## config.mk

```make
export PLATFORM = sky130hd
export DESIGN_NAME = vga_cap_rx
export DESIGN_NICKNAME = d
export VERILOG_FILES = /design/src/rtl/vga_cap_rx.sv
export SDC_FILE = /design/constraint.sdc
export NUM_CORES = 1
export LEC_CHECK = 0
export ABC_AREA = 1
export BUFFER_PORTS_ARGS = -buffer_cell sky130_fd_sc_hd__buf_2
export CORE_UTILIZATION = 33
export CTS_BUF_LIST = sky130_fd_sc_hd__clkbuf_4 sky130_fd_sc_hd__clkbuf_8 sky130_fd_sc_hd__clkbuf_16
export CTS_CLUSTER_SIZE = 25
export DETAILED_ROUTE_END_ITERATION = 7
export GPL_TIMING_DRIVEN = 1
export SLEW_MARGIN = 10
export SYNTH_ARGS = -nofsm -noshare
export SYNTH_HDL_FRONTEND = slang
export SYNTH_SLANG_ARGS = --single-unit
```

## constraint.sdc

```tcl
create_clock -name CLK_40M -period 2.7 [get_ports CLK_40M]
set_clock_uncertainty 0.2 [all_clocks]
set_input_delay 0.27 -clock CLK_40M [delete_from_list [all_inputs] [get_ports CLK_40M]]
set_output_delay 0.27 -clock CLK_40M [all_outputs]
set_load 0.05 [all_outputs]
```

## src/rtl/vga_cap_rx.sv

```systemverilog
// VGA capture receiver: recovers pixel X/Y from 800x600 timing, checks geometry, and gates capture writes once locked.
// Latency: VIN_DE/VIN_DATA to CAP_WR_EN/CAP_DATA is 2 clocks. Lock and error outputs are registered.
// No backpressure: the video stream cannot be stalled, so writes are strobes that the capture buffer must accept.
module vga_cap_rx #(
  parameter int P_HDATA       = 800,
  parameter int P_HTOTAL      = 1056,
  parameter int P_VDATA       = 600,
  parameter int P_LOCK_FRAMES = 2
) (
  input  logic       CLK_40M,
  input  logic       SYS_RST_N,
  input  logic       REG_CAP_EN,
  input  logic       VIN_HSYNC,
  input  logic       VIN_VSYNC,
  input  logic       VIN_DE,
  input  logic [8:0] VIN_DATA,
  output logic       CAP_WR_EN,
  output logic [9:0] CAP_X,
  output logic [9:0] CAP_Y,
  output logic [8:0] CAP_DATA,
  output logic       CAP_SOF,
  output logic       CAP_LOCKED,
  output logic       CAP_ERR,
  output logic [7:0] CAP_ERR_CNT
);

  localparam logic [10:0] HDATA   = 11'(P_HDATA);
  localparam logic [10:0] VDATA   = 11'(P_VDATA);
  localparam logic [11:0] HTOTAL  = 12'(P_HTOTAL);
  localparam logic [3:0]  LOCK_N  = 4'(P_LOCK_FRAMES);
  localparam logic [10:0] CNT_MAX = 11'h7FF;

  typedef enum logic [1:0] {
    S_IDLE    = 2'd0,
    S_WAIT_VS = 2'd1,
    S_SYNC    = 2'd2,
    S_LOCKED  = 2'd3
  } state_t;

  state_t state_q, state_d;

  logic       hs1_q, hs1_d, vs1_q, vs1_d, de1_q, de1_d;
  logic [8:0] d1_q, d1_d;
  logic       hs2_q, hs2_d, vs2_q, vs2_d, de2_q, de2_d;

  logic [10:0] px_q, px_d, ln_q, ln_d, hc_q, hc_d;
  logic        hs_seen_q, hs_seen_d;
  logic [3:0]  gcnt_q, gcnt_d;

  logic       cap_wr_en_q, cap_wr_en_d;
  logic [9:0] cap_x_q, cap_x_d, cap_y_q, cap_y_d;
  logic [8:0] cap_data_q, cap_data_d;
  logic       cap_sof_q, cap_sof_d;
  logic       cap_locked_q, cap_locked_d;
  logic       cap_err_q, cap_err_d;
  logic [7:0] cap_err_cnt_q, cap_err_cnt_d;

  logic        vs_rise, hs_rise, de_rise, de_fall;
  logic        clr_cnt, in_chk, wr_try, wr_ok;
  logic        e_line, e_frame, e_hper, e_devs, e_gate, err_now, err_rep;
  logic [10:0] px_cur;

  assign vs_rise = vs1_q & ~vs2_q;
  assign hs_rise = hs1_q & ~hs2_q;
  assign de_rise = de1_q & ~de2_q;
  assign de_fall = ~de1_q & de2_q;

  // Two-stage input pipeline: stage 1 samples the pins, stage 2 gives the previous value for edge detection.
  always_comb begin
    hs1_d = VIN_HSYNC;
    vs1_d = VIN_VSYNC;
    de1_d = VIN_DE;
    d1_d  = VIN_DATA;
    hs2_d = hs1_q;
    vs2_d = vs1_q;
    de2_d = de1_q;
  end

  // Geometry checks; the pixel index of the current DE cycle restarts at 0 on the DE rising edge.
  always_comb begin
    clr_cnt = (state_q == S_IDLE) | ~REG_CAP_EN;
    in_chk  = (state_q == S_SYNC) | (state_q == S_LOCKED);
    px_cur  = de_rise ? 11'd0 : px_q;
    wr_try  = (state_q == S_LOCKED) & de1_q & REG_CAP_EN;
    e_line  = de_fall & (px_q != HDATA);
    e_frame = vs_rise & in_chk & (ln_q != VDATA);
    e_hper  = hs_rise & hs_seen_q & (({1'b0, hc_q} + 12'd1) != HTOTAL);
    e_devs  = de1_q & vs1_q;
    e_gate  = wr_try & ((px_cur >= HDATA) | (ln_q >= VDATA));
    err_now = e_line | e_frame | e_hper | e_devs | e_gate;
    err_rep = err_now & in_chk & REG_CAP_EN;
    wr_ok   = wr_try & ~err_now;
  end

  // Lock FSM: a fresh vsync starts qualification, LOCK_N clean frames lock, any error drops back.
  always_comb begin
    state_d = state_q;
    gcnt_d  = gcnt_q;
    if (!REG_CAP_EN) begin
      state_d = S_IDLE;
      gcnt_d  = 4'd0;
    end else begin
      case (state_q)
        S_IDLE: begin
          state_d = S_WAIT_VS;
          gcnt_d  = 4'd0;
        end
        S_WAIT_VS: begin
          gcnt_d = 4'd0;
          if (vs_rise) state_d = S_SYNC;
        end
        S_SYNC: begin
          if (err_now) begin
            state_d = S_WAIT_VS;
            gcnt_d  = 4'd0;
          end else if (vs_rise) begin
            gcnt_d = gcnt_q + 4'd1;
            if ((gcnt_q + 4'd1) == LOCK_N) state_d = S_LOCKED;
          end
        end
        S_LOCKED: begin
          if (err_now) state_d = S_WAIT_VS;
        end
        default: state_d = S_IDLE;
      endcase
    end
  end

  // Pixel, line and hsync-period counters; all cleared while capture is idle or disabled.
  always_comb begin
    px_d      = px_q;
    ln_d      = ln_q;
    hc_d      = hc_q;
    hs_seen_d = hs_seen_q;
    if (clr_cnt) begin
      px_d      = 11'd0;
      ln_d      = 11'd0;
      hc_d      = 11'd0;
      hs_seen_d = 1'b0;
    end else begin
      if (de1_q) px_d = (px_cur == CNT_MAX) ? px_cur : px_cur + 11'd1;
      if (vs_rise) ln_d = 11'd0;
      else if (de_fall && ln_q != CNT_MAX) ln_d = ln_q + 11'd1;
      if (hs_rise) hc_d = 11'd0;
      else if (hc_q != CNT_MAX) hc_d = hc_q + 11'd1;
      // A period is only measurable once an hsync edge has been seen since the last resync.
      if (state_d == S_WAIT_VS && state_q != S_WAIT_VS) hs_seen_d = 1'b0;
      else if (hs_rise) hs_seen_d = 1'b1;
    end
  end

  // Output stage: coordinates and data hold between writes; error count saturates and survives disable.
  always_comb begin
    cap_wr_en_d   = wr_ok;
    cap_x_d       = wr_ok ? px_cur[9:0] : cap_x_q;
    cap_y_d       = wr_ok ? ln_q[9:0] : cap_y_q;
    cap_data_d    = wr_ok ? d1_q : cap_data_q;
    cap_sof_d     = wr_ok & (px_cur == 11'd0) & (ln_q == 11'd0);
    cap_locked_d  = (state_d == S_LOCKED);
    cap_err_d     = err_rep;
    cap_err_cnt_d = cap_err_cnt_q;
    if (err_rep && cap_err_cnt_q != 8'hFF) cap_err_cnt_d = cap_err_cnt_q + 8'd1;
  end

  // State register for the whole receiver.
  always_ff @(posedge CLK_40M or negedge SYS_RST_N) begin
    if (!SYS_RST_N) begin
      state_q       <= S_IDLE;
      hs1_q         <= 1'b0;
      vs1_q         <= 1'b0;
      de1_q         <= 1'b0;
      d1_q          <= 9'd0;
      hs2_q         <= 1'b0;
      vs2_q         <= 1'b0;
      de2_q         <= 1'b0;
      px_q          <= 11'd0;
      ln_q          <= 11'd0;
      hc_q          <= 11'd0;
      hs_seen_q     <= 1'b0;
      gcnt_q        <= 4'd0;
      cap_wr_en_q   <= 1'b0;
      cap_x_q       <= 10'd0;
      cap_y_q       <= 10'd0;
      cap_data_q    <= 9'd0;
      cap_sof_q     <= 1'b0;
      cap_locked_q  <= 1'b0;
      cap_err_q     <= 1'b0;
      cap_err_cnt_q <= 8'd0;
    end else begin
      state_q       <= state_d;
      hs1_q         <= hs1_d;
      vs1_q         <= vs1_d;
      de1_q         <= de1_d;
      d1_q          <= d1_d;
      hs2_q         <= hs2_d;
      vs2_q         <= vs2_d;
      de2_q         <= de2_d;
      px_q          <= px_d;
      ln_q          <= ln_d;
      hc_q          <= hc_d;
      hs_seen_q     <= hs_seen_d;
      gcnt_q        <= gcnt_d;
      cap_wr_en_q   <= cap_wr_en_d;
      cap_x_q       <= cap_x_d;
      cap_y_q       <= cap_y_d;
      cap_data_q    <= cap_data_d;
      cap_sof_q     <= cap_sof_d;
      cap_locked_q  <= cap_locked_d;
      cap_err_q     <= cap_err_d;
      cap_err_cnt_q <= cap_err_cnt_d;
    end
  end

  assign CAP_WR_EN   = cap_wr_en_q;
  assign CAP_X       = cap_x_q;
  assign CAP_Y       = cap_y_q;
  assign CAP_DATA    = cap_data_q;
  assign CAP_SOF     = cap_sof_q;
  assign CAP_LOCKED  = cap_locked_q;
  assign CAP_ERR     = cap_err_q;
  assign CAP_ERR_CNT = cap_err_cnt_q;

endmodule

```

# == Word-level counts from Yosys, hierarchy flattened ==
# Cells that the tools add are included.
# W data, S select, Z words.
# totals
mem_count,0
rom_bits,0
output_inout_bits,41
latchBits,0
wordCells,112
mem_bits_rw,0
regBits,96
in_bits,15
# op_classes
n_mux,24
n_mul,0
n_lt_le_gt_ge,2
bitwise,31
n_eq_ne,16
n_reduce_logical,12
addsub,6
n_shift,0
div_mod_pow,0
# ops
op,n
$mux W11,10
$add A11 B1 Y11 const B,3
$ge A11 B10 Y1 const B,2
$logic_not A11 Y1,2
$ne A11 B10 Y1 const B,2
$ne A11 B11 Y1 const B,2
$and A1 B1 Y1,18
$add A11 B1 Y12 const B,1
$mux W2,6
$mux W4,3
$ne A12 B11 Y1 const B,1
$eq A11 B11 Y1 const B,1
$reduce_bool A3 Y1,3
$add A8 B1 Y8 const B,1
$ne A8 B8 Y1 const B,1
$pmux W2 S4,1
$pmux W4 S2,1
$or A1 B1 Y1,7
$eq A2 B2 Y1 const B,3
$not A1 Y1,6
$add A4 B1 Y4 const B,1
$eq A2 B1 Y1 const B,2
$eq A4 B2 Y1 const B,1
$ne A4 B4 Y1 const B,1
8 further kinds,12

# == Logic depth before layout (Yosys ltp) ==
# depth
depth_word,15
depth_mapped,15
ltp_nobuf,14

# == Worst setup path before layout ==
# No wires, ideal clock.
# synth_timing
path_type,register to register
from,register de1_q
to,register px_q[1]
n_path_buf,0
setup_slack_ps,583
synth_period_minus_slack_ps,2117
arrival_time_ps,1788
setup_ps,129
t_required_ps,2371
path_stages_with_launch,12
path_cell_list,dfrtp_1 > inv_2 > nor2_4 > nor2_1 > ha_1 > nand3_1 > nor2_1 > nand3_1 > inv_1 > a21oi_1 > o21ai_0 > o21ai_0
# synth_between
elab_chain_cells,6
elab_cells_between_ends,8
cone_classes,add/sub (1); eq/ne (1); mux (4); bitwise (1); reduce/logical (1)
# synth_rtl
item,line_no,rtl
start: declaration,42,"logic hs1_q, hs1_d, vs1_q, vs1_d, de1_q, de1_d;"
start signal: assignment,171,de1_q <= 1'b0;
start signal: assignment,193,de1_q <= de1_d;
$and A1 B1 Y1 *,65,assign de_rise = de1_q & ~de2_q;
$mux W11 *,83,px_cur = de_rise ? 11'd0 : px_q;
named net px_cur[1],61,logic [10:0] px_cur;
$add A11 B1 Y11 or $eq A11 B11 Y1 (tied branches),141,if (de1_q) px_d = (px_cur == CNT_MAX) ? px_cur : px_cur + 11'd1;
$mux W11 * (2 in a row),141,
$mux W11 *,135,if (clr_cnt) begin
end signal: assignment,198,px_q <= px_d;
end: declaration,46,"logic [10:0] px_q, px_d, ln_q, ln_d, hc_q, hc_d;"
# The timed path passes the listed nets; every way through them passes the cells marked *. The select of a mux whose other input is x is not followed.
# A chain may end at the register's enable or synchronous reset.

# == Worst setup path after layout ==
# Same ends and word-level chain as after synthesis.

==> impl_summary.log <==
[metrics] outcome: finished, final reports clean
[metrics] mean instance size in the synthesized netlist: approximately 8.2 µm²
[metrics] number of vias per cell: ~4.8
[metrics] number of global-route vias before repair: approximately 3800
[metrics] data required time of the critical path: 2.71 ns
[metrics] sum of net half-perimeters after detailed placement: 7.52 mm
[metrics] largest voltage drop on the vdd net: between 0.0003 and 0.0004 V
[metrics] Pwr per Cell Area: approximately 560 nW/µm²
[metrics] chip width: between 100 and 150 µm
[metrics] buffer type at the clock tree root: sky130_fd_sc_hd__clkbuf_16
[metrics] data arrival time at the worst-slack endpoint: ~2.5 ns
[metrics] post-layout power: between 3 and 4 mW
[metrics] finished layout cell area: 5600 µm²
[metrics] max-slew violation total from the final report: 0
[metrics] number of flops mapped to enable cells by yosys: 0
[metrics] Post-CTS Repair Setup Buffers: 0
[metrics] final wirelength: around 11 mm
[metrics] drt initial violations: between 200 and 250
[metrics] critical path startpoint category: register
[metrics] reg2reg path depth: 11
[metrics] worst slew margin relative to its limit: 0.594
[metrics] average wire per standard cell: between 10 and 15 µm
[metrics] overall routing resource usage: 0.154
[metrics] DRC Markers: 0
[metrics] FF+latch count, synth: 96
[metrics] Num CTS Buffers: 9
[metrics] number of instances in the synthesized netlist: between 500 and 600
[metrics] final hold violations: 0
[metrics] RSZ-0062 raised after global routing: true
[metrics] Seq/Total Area, Yosys: 0.513
[metrics] critical-path maximum fanout: 8
[metrics] clock tree from TritonCTS: built
[metrics] number of antenna diodes: 0
[metrics] final global-route overflow total: 0
[metrics] Floorplan Core Area: roughly 14000 µm²
[metrics] worst-path cell with the longest stage delay: sky130_fd_sc_hd__dfrtp_1
[metrics] mapped cell area: roughly 4700 µm²
[metrics] cell row count: between 40 and 50
[metrics] launch point of the worst reg-to-reg path: de1_q$_DFF_PN0_
[metrics] die outline area: between 10000 and 15000 µm²
[metrics] slew of the pin with the lowest slew margin: roughly 0.6 ns
[metrics] number of warnings issued by yosys: 0
[metrics] number of clock sinks: between 90 and 100
[metrics] multi-input gate area in the final layout: 1950 µm²
[metrics] hold path cells: 0
[metrics] endpoint of the worst register-to-register path: px_q[1]$_DFFE_PN0P_
[metrics] async set-or-reset flop fraction in the synthesized netlist: 1.00
[metrics] sequential cell area in the final layout: between 2000 and 2500 µm²
[metrics] number of distinct standard cells referenced by the synthesized netlist: 33
[metrics] CTS max path bufs: 2
[metrics] worst skew pair latency: about 0.35 ns
[metrics] I/O pin count: 56
[metrics] Setup violations, final: 0
[metrics] Fillers: roughly 1400
[metrics] Routed Antenna Nets: 0
[metrics] Static Leak: around 2.8 nW
[metrics] cells traversed along the worst timing path: inv_2, nor2_4, nor2_1, ha_1, nand3_1, nor2_1, nand3_1, inv_2, a21oi_1, o21ai_0, o21ai_0
[metrics] setup slack of the worst register-to-register path: around 0.22 ns
[metrics] maximum number of pins on one net before global-route repair: between 40 and 50
[metrics] type of the setup path with the least slack: reg -> reg
[metrics] Hold WC Path Type: reg -> reg
[metrics] startpoint of the lowest-slack hold path: hs1_q$_DFF_PN0_
[metrics] post-place instance area: roughly 5200 µm²
[metrics] area overhead of the layout relative to synthesis: 19.7%
[metrics] dominant synthesized flop cell: sky130_fd_sc_hd__dfrtp_1
[metrics] number of antenna violations at the first check in global routing: 0
[metrics] share of final-layout standard cells stronger than drive strength 1: 0.154
[metrics] Synth Net Count: 594
[metrics] Hold Crit Endpoint: hs2_q$_DFF_PN0_
[metrics] initial standard-cell utilization of the core: 0.337
[metrics] number of H-tree branching levels: 3
[metrics] GPL Wtd Cong: slightly below 1
[metrics] pre-CTS setup slack: 0.197 ns
[metrics] Max Clock Freq: a little over 400 MHz
[metrics] count of buffers inserted at the top-level ports: 55
[metrics] highest cell delay on the worst timing path: between 0.4 and 0.5 ns
[metrics] die boundary height: between 100 and 150 µm
[metrics] portion of the clock cycle consumed by the worst path in the final layout: 0.920
[metrics] count of maximum capacitance violations: 0
[metrics] via count: 3951
[metrics] category of the worst setup path capture point: register
[metrics] clk slew on worst S/H paths: about 0.070 ns
[metrics] setup ws final: around 0.22 ns
[metrics] final period demand of the worst path: roughly 2.5 ns
[metrics] layout net count: 668
[metrics] DR pass1 iterations: 4
[metrics] wire length of the first global-routing pass: ~18 mm
[power by group]
part	internal (mW)	leakage (nW)	switching (mW)
clock network	0.663	0.146	0.582
registers	1.48	1.30	0.0377
logic	0.0955	1.36	0.251
[cell type report]
| type | count | area share |
|---|---|---|
| clock buffer | 10 | 0.0427 |
| clock inverter | 6 | 0.00849 |
| timing repair buffer | 76 | 0.0862 |
| sequential | 96 | 0.429 |
| inverter | 69 | 0.0462 |
| tap | 180 | 0.0402 |
| multi-input combinational | 393 | 0.347 |
[Yosys cell counts, types with 2 or more instances]
library cell | count | area [µm²]
sky130_fd_sc_hd__dfrtp_1 | 96 | 2400
sky130_fd_sc_hd__xor2_1 | 11 | 96.3
sky130_fd_sc_hd__buf_6 | 3 | 33.8
sky130_fd_sc_hd__o22ai_1 | 3 | 18.8
sky130_fd_sc_hd__nor2_4 | 4 | 45.0
sky130_fd_sc_hd__inv_1 | 63 | 236
sky130_fd_sc_hd__nand2_2 | 4 | 25.0
sky130_fd_sc_hd__clkbuf_1 | 5 | 18.8
sky130_fd_sc_hd__inv_2 | 6 | 22.5
sky130_fd_sc_hd__nor2_1 | 52 | 195
sky130_fd_sc_hd__nor4_1 | 2 | 12.5
sky130_fd_sc_hd__o21ai_0 | 24 | 120
sky130_fd_sc_hd__nand2_1 | 153 | 574
sky130_fd_sc_hd__nor3_1 | 9 | 45.0
sky130_fd_sc_hd__xnor2_1 | 6 | 52.6
sky130_fd_sc_hd__a21oi_1 | 19 | 95.1
sky130_fd_sc_hd__nand3_2 | 2 | 20.0
sky130_fd_sc_hd__ha_1 | 8 | 100
sky130_fd_sc_hd__a31oi_1 | 2 | 12.5
sky130_fd_sc_hd__buf_2 | 4 | 20.0
sky130_fd_sc_hd__o21ai_1 | 10 | 50.1
sky130_fd_sc_hd__nand4_1 | 17 | 106
sky130_fd_sc_hd__nand3_1 | 58 | 290
[how the worst max path moves through the flow]
stage	from	to	slack [ns]	cells past startpoint
2_1_floorplan	de1_q$_DFF_PN0_	px_q[1]$_DFFE_PN0P_	0.58	11
3_3_place_gp	ln_q[0]$_DFFE_PN0P_	CAP_Y[0]$_DFFE_PN0P_	0.30	13
3_5_place_dp	hc_q[1]$_DFFE_PN0P_	CAP_DATA[5]$_DFFE_PN0P_	0.20	14
4_1_cts	hc_q[1]$_DFFE_PN0P_	CAP_DATA[5]$_DFFE_PN0P_	0.20	14
5_1_grt	hc_q[1]$_DFFE_PN0P_	CAP_Y[5]$_DFFE_PN0P_	-0.01	14
6_report	de1_q$_DFF_PN0_	px_q[1]$_DFFE_PN0P_	0.22	11
[cell families after synthesis]
logic type,synth area share
XOR/XNOR,0.0318
adder cells (fa/ha/maj),0.0214
buffers and inverters,0.0725
AND/OR/NAND/NOR,0.291
AO/OA/AOI/OAI,0.0701
flip-flops,0.513
[placed cells by master (no fill, tap or decap), drive strengths merged, types with 10 or more instances in the layout]
| cell type | instances |
|---|---|
| nor3 | 10 |
| dlygate4sd3 | 14 |
| clkbuf | 10 |
| xor2 | 11 |
| nor2 | 57 |
| o21ai | 34 |
| nand2 | 157 |
| a21oi | 19 |
| inv | 73 |
| dfrtp | 96 |
| buf | 62 |
| nand4 | 17 |
| nand3 | 61 |
[registers in the layout, summed over array words and instances (netlist names), 4 cells and up]
register and cells:
CAP_DATA 9, CAP_Y 10, CAP_X 10, CAP_ERR_CNT 8, px_q 11, ln_q 11
d1_q 9, gcnt_q 4, hc_q 11
[what timing repair did]
item / in CTS / in global routing
endpoints found under the setup margin: 0 / 30
gates resized for setup: 0 / 2
hold endpoints to repair: 56 / 0
hold buffers: 14 / 0
[stage by stage]
| stage | TNS (ns) | cells | hold slack (ns) | util |
|---|---|---|---|---|
| floorplan | 0 | 571 | -0.226 | - |
| global placement | 0 | 800 | 0.122 | 0.373 |
| detailed placement | 0 | 800 | 0.123 | 0.373 |
| CTS | 0 | 830 | 0.180 | 0.403 |
| global route | -0.0423 | 830 | 0.208 | 0.404 |
| finish | 0 | 830 | 0.180 | 0.404 |
[worst max-delay path, delay by kind of cell (launching register included)]
family	cells	cell delay, ns
and+or+nand+nor	5	0.79
DFF	1	0.47
AOI/OAI and AO/OA	3	0.33
buffers and inverters	2	0.31
adders and majority gates	1	0.23
[routing by layer]
| metal | vias up | global-route usage | part of all wire |
|---|---|---|---|
| li1 | 1993 | - | - |
| met1 | 1855 | 0.201 | 0.46 |
| met2 | 91 | 0.250 | 0.49 |
| met3 | 12 | 0.0296 | 0.038 |
| met4 | 0 | 0.0640 | 0.016 |
| met5 | - | 0 | 0 |
Power figures use the tool's default switching activity.
